==> src/rtl/serial_bus_arbiter.sv <==
// Two-master serial bus arbiter: round-robin grants, split-transaction parking,
// and forced grant revocation after TIMEOUT cycles with a per-master lockout.
module serial_bus_arbiter #(
  parameter int unsigned TIMEOUT = 64,
  parameter int unsigned CNT_W   = $clog2(TIMEOUT + 1)
) (
  input  logic clk,
  input  logic rst,
  input  logic m1_breq,
  input  logic m2_breq,
  output logic m1_bgrant,
  output logic m2_bgrant,
  output logic msel,
  output logic bus_owned,
  input  logic split_req,
  input  logic split_done,
  output logic split_pend,
  output logic timeout_err
);

  typedef enum logic {IDLE, OWN} state_e;

  // Master encoding for owner/last/split_mst/prio_mst: 0 = master 1, 1 = master 2
  state_e           state_q, state_d;
  logic             owner_q, owner_d;
  logic             last_q, last_d;
  logic             split_mst_q, split_mst_d;
  logic             split_pend_q, split_pend_d;
  logic             prio_q, prio_d;
  logic             prio_mst_q, prio_mst_d;
  logic             lock1_q, lock1_d;
  logic             lock2_q, lock2_d;
  logic [CNT_W-1:0] cnt_q, cnt_d;
  logic             m1_bgrant_q, m1_bgrant_d;
  logic             m2_bgrant_q, m2_bgrant_d;
  logic             bus_owned_q, bus_owned_d;
  logic             timeout_err_q, timeout_err_d;

  logic pend_eff, prio_eff, prio_mst_eff;
  logic elig1, elig2, win, owner_breq, timeout_hit;

  always_ff @(posedge clk or posedge rst) begin
    if (rst) begin
      state_q       <= IDLE;
      owner_q       <= 1'b0;
      last_q        <= 1'b1;
      split_mst_q   <= 1'b0;
      split_pend_q  <= 1'b0;
      prio_q        <= 1'b0;
      prio_mst_q    <= 1'b0;
      lock1_q       <= 1'b0;
      lock2_q       <= 1'b0;
      cnt_q         <= '0;
      m1_bgrant_q   <= 1'b0;
      m2_bgrant_q   <= 1'b0;
      bus_owned_q   <= 1'b0;
      timeout_err_q <= 1'b0;
    end else begin
      state_q       <= state_d;
      owner_q       <= owner_d;
      last_q        <= last_d;
      split_mst_q   <= split_mst_d;
      split_pend_q  <= split_pend_d;
      prio_q        <= prio_d;
      prio_mst_q    <= prio_mst_d;
      lock1_q       <= lock1_d;
      lock2_q       <= lock2_d;
      cnt_q         <= cnt_d;
      m1_bgrant_q   <= m1_bgrant_d;
      m2_bgrant_q   <= m2_bgrant_d;
      bus_owned_q   <= bus_owned_d;
      timeout_err_q <= timeout_err_d;
    end
  end

  always_comb begin
    // split_done is applied before anything else looks at the parked master
    pend_eff     = split_pend_q & ~split_done;
    prio_eff     = prio_q | (split_pend_q & split_done);
    prio_mst_eff = (split_pend_q & split_done) ? split_mst_q : prio_mst_q;

    elig1 = m1_breq & ~lock1_q & ~(pend_eff & ~split_mst_q);
    elig2 = m2_breq & ~lock2_q & ~(pend_eff & split_mst_q);

    if (prio_eff && (prio_mst_eff ? elig2 : elig1)) begin
      win = prio_mst_eff;
    end else if (elig1 && elig2) begin
      win = ~last_q;
    end else begin
      win = ~elig1;
    end

    owner_breq  = owner_q ? m2_breq : m1_breq;
    timeout_hit = (cnt_q == CNT_W'(TIMEOUT - 1));

    state_d       = state_q;
    owner_d       = owner_q;
    last_d        = last_q;
    split_mst_d   = split_mst_q;
    split_pend_d  = pend_eff;
    prio_d        = prio_eff;
    prio_mst_d    = prio_mst_eff;
    lock1_d       = lock1_q & m1_breq;
    lock2_d       = lock2_q & m2_breq;
    cnt_d         = cnt_q;
    timeout_err_d = 1'b0;

    case (state_q)
      IDLE: begin
        cnt_d = '0;
        if (elig1 || elig2) begin
          state_d = OWN;
          owner_d = win;
          last_d  = win;
          if (prio_eff && (win == prio_mst_eff)) begin
            prio_d = 1'b0;
          end
        end
      end
      OWN: begin
        cnt_d = timeout_hit ? cnt_q : cnt_q + CNT_W'(1);
        // Release causes in priority order: split, timeout, normal release
        if (split_req && !pend_eff) begin
          state_d      = IDLE;
          split_pend_d = 1'b1;
          split_mst_d  = owner_q;
        end else if (timeout_hit) begin
          state_d       = IDLE;
          timeout_err_d = 1'b1;
          if (owner_q) begin
            lock2_d = 1'b1;
          end else begin
            lock1_d = 1'b1;
          end
        end else if (!owner_breq) begin
          state_d = IDLE;
        end
      end
      default: state_d = IDLE;
    endcase

    m1_bgrant_d = (state_d == OWN) & ~owner_d;
    m2_bgrant_d = (state_d == OWN) & owner_d;
    bus_owned_d = (state_d == OWN);
  end

  assign m1_bgrant   = m1_bgrant_q;
  assign m2_bgrant   = m2_bgrant_q;
  assign bus_owned   = bus_owned_q;
  assign msel        = owner_q;
  assign split_pend  = split_pend_q;
  assign timeout_err = timeout_err_q;

endmodule

==> config.mk <==
export PLATFORM = sky130hd
export DESIGN_NAME = serial_bus_arbiter
export DESIGN_NICKNAME = d
export VERILOG_FILES = /design/src/rtl/serial_bus_arbiter.sv
export SDC_FILE = /design/constraint.sdc
export NUM_CORES = 1
export LEC_CHECK = 0
export CAP_MARGIN = 20
export CORE_MARGIN = 8
export CORE_UTILIZATION = 40
export CTS_BUF_LIST = sky130_fd_sc_hd__clkbuf_4 sky130_fd_sc_hd__clkbuf_8
export DETAILED_ROUTE_END_ITERATION = 10
export PLACE_DENSITY = 0.69
export SETUP_SLACK_MARGIN = 0.15
export SYNTH_ARGS = -nofsm -noshare
export SYNTH_HDL_FRONTEND = slang
export SYNTH_SLANG_ARGS = --single-unit
==> constraint.sdc <==
create_clock -name clk -period 3.08 [get_ports clk]
set_clock_uncertainty 0.05 [all_clocks]
set_input_delay 0.924 -clock clk [delete_from_list [all_inputs] [get_ports clk]]
set_output_delay 0.924 -clock clk [all_outputs]
set_load 0.02 [all_outputs]
==> out/metrics.yaml <==
post-route-period-util: 0.8135
ys_ff_latch: 19
yosys_warnings: 0
die_w_um: 64.02
synth_edf_count: 0
tightest_slew_ns: 0.7126
fin_nets: 108
r2r_cells: 5
yosys-top-cells-count: "dfrtp_1, nand2_1, a21oi_1"
post-cts-setup-buffers: 0
synth_area_leader_cell: "dfrtp_1"
crit_cells: 1
multi_input_area_um2: 421.7
ff2ff_setup_slack_ns: 1.43
peakVddDrop_mv: 0.3738
final_util: 0.4969
vias: 701
cp.arrival_ns: 1.53
cts_tree: "done"
grt_pass1_vias: 699
p_total_w: 0.0008811
dr.pass1.iters: 4
power_density_mw_per_mm2: 809.5
grt_max_degree: 20
regArea_um2: 476.7
max_stage_delay_ns: 0.68
post_drt_wl_per_cell_um: 13.93
cp-startpoint: "bus_owned"
synth.distinct_cells: 33
final.min_clock_period_ns: 2.505
final_hold_viol_count: 0
grt_setup_unrepaired: "no"
drtIter0Drc: 2
finalSetupViolations: 0
synthAdderAreaFrac: 0.01357
numCtsBuffers: 3
clkTransAtPathRegs_ns: 0.10
viasPerCell: 5.477
ys_seq_area_frac: 0.5170
holdBufCountCts: 0
setup.worst_path.start_class: "flop"
clock_latency_ns: 0.29
max_freq_mhz: 399.1
coreArea_mm2: 0.002191
overflow: 0
crit_end: "bus_owned"
cts_resized: 0
die_y_um: 64.02
area_growth_pct: 18.05
hp-class: "reg -> reg"
drive_above_1_share: 0.1300
synthFlopType: "dfrtp_1"
synth_top_area_share: 0.4885
crit_chain: "clkdlybuf4s50_1"
synth.area.top_cells: "dfrtp_1, nor3b_2, a21oi_1"
finalSetupTns_ns: 0
reg2reg_to: "m1_bgrant"
synth_compound_area_frac: 0.1398
synth_area_um2: 922.1
maxSlewHeadroom: 0.5244
port_buffers: 11
cts_buffer_depth: 2
crit_path_end_kind: "primary output"
ant_nets: 0
drc: 0
start_util: 0.4209
antenna_found_initial: 0
grt_pass1_wl_um: 2932
muxShareOfSynthArea: 0.04749
synth_fp_nets: 94
synth_top_family_by_area: "simple AND/OR/NAND/NOR gates"
maxCapViolCount: 0
antenna-diode-count: 0
hpwl_um: 1361
syn_avg_cell_area_um2: 10.60
path_buf_inv: 1
wl_um: 1783
fill_cells: 205
cp_top_family: "buffers and inverters"
critPathMaxFanout: 10
r2r_start: "cnt_q[0]"
grt_use_total: 0.08727
clock-root-buffer: "clkbuf_4"
syn-instance-count: 87
pin_count: 12
drv_slew: 0
async_flop_share: 1.000
status: "finished clean"
yosys.area_share.simple: 0.2185
clkSinkCount: 19
cp_slowest_cell: "clkdlybuf4s50_1"
gp_congestion: 0.8312
synth-xor-area-share: 0.03799
die_area_mm2: 0.004098
worstPathRequired_ns: 2.11
yosysMostFrequentCell: "dfrtp_1"
crit_type: "reg -> out"
power.leakage_nw: 0.4786
htreeDepth: 1
rows: 17
-- state kept, by name, indices dropped and copies added (netlist names) --
name         cells
prio_mst_q       1
split_pend       1
m2_bgrant        1
last_q           1
bus_owned        1
prio_q           1
cnt_q            7
lock2_q          1
timeout_err      1
m1_bgrant        1
split_mst_q      1
msel             1
lock1_q          1
-- kinds of logic (layout without fill, tap and decap cells) --
family	after synthesis	after routing
buffers and inverters	6	19
adders and majority gates	1	1
muxes	4	4
DFF	19	19
and+or+nand+nor	34	34
AOI/OAI and AO/OA	19	19
xor gates and xnor gates	4	4
-- how the worst min path moves through the flow --
stage / from / end / cells past startpoint / slack [ns]
2_1_floorplan: cnt_q[5] / cnt_q[6] / 1 / 0.40
3_3_place_gp: cnt_q[5] / cnt_q[6] / 1 / 0.41
3_5_place_dp: cnt_q[5] / cnt_q[6] / 1 / 0.42
4_1_cts: cnt_q[5] / cnt_q[6] / 1 / 0.43
5_1_grt: cnt_q[5] / cnt_q[6] / 1 / 0.45
6_report: cnt_q[5] / cnt_q[6] / 1 / 0.43
-- final cells by class --
class | count | area share
flip-flops and latches | 19 | 0.4379
inverters | 4 | 0.01379
clock buffers | 4 | 0.02759
repair buffers | 11 | 0.1012
well taps | 28 | 0.03218
multi-input cells | 62 | 0.3874
-- report_power, final --
part           switching, W  internal (W)
clock             0.0000726     0.0000591
sequential        0.0000887      0.000328
combinational      0.000166      0.000166
total              0.000328      0.000553
-- layout by cell type, fill, tap and decap left out, drive strengths merged, types with 3 or more instances in the layout --
master,Yosys,routed
a211oi,3,3
a21oi,7,7
a31oi,3,3
clkbuf,1,4
clkdlybuf4s50,0,11
dfrtp,18,18
inv,4,4
mux2,3,3
nand2,9,9
nor2,6,6
nor3,3,3
nor3b,5,5
xnor2,3,3
-- metrics by stage --
| stage | hold slack (ns) | std cells | cell area (um2) | setup slack [ns] |
|---|---|---|---|---|
| floorplan | 0.3993 | 87 | 922.1 | 1.235 |
| detailed placement | 0.4205 | 124 | 1059 | 0.5321 |
| global placement | 0.4133 | 124 | 1059 | 0.6215 |
| CTS | 0.4310 | 128 | 1089 | 0.5566 |
| global route | 0.4453 | 128 | 1089 | 0.5245 |
| finish | 0.4288 | 128 | 1089 | 0.5745 |
-- per-layer routing --
layer,vias to the layer above,part of all wire,track usage
li1,336,-,-
met1,350,0.42,0.09138
met2,11,0.53,0.1606
met3,4,0.034,0.01916
met4,0,0.013,0.04178
met5,-,0,0
(Power assumes the default switching activity.)
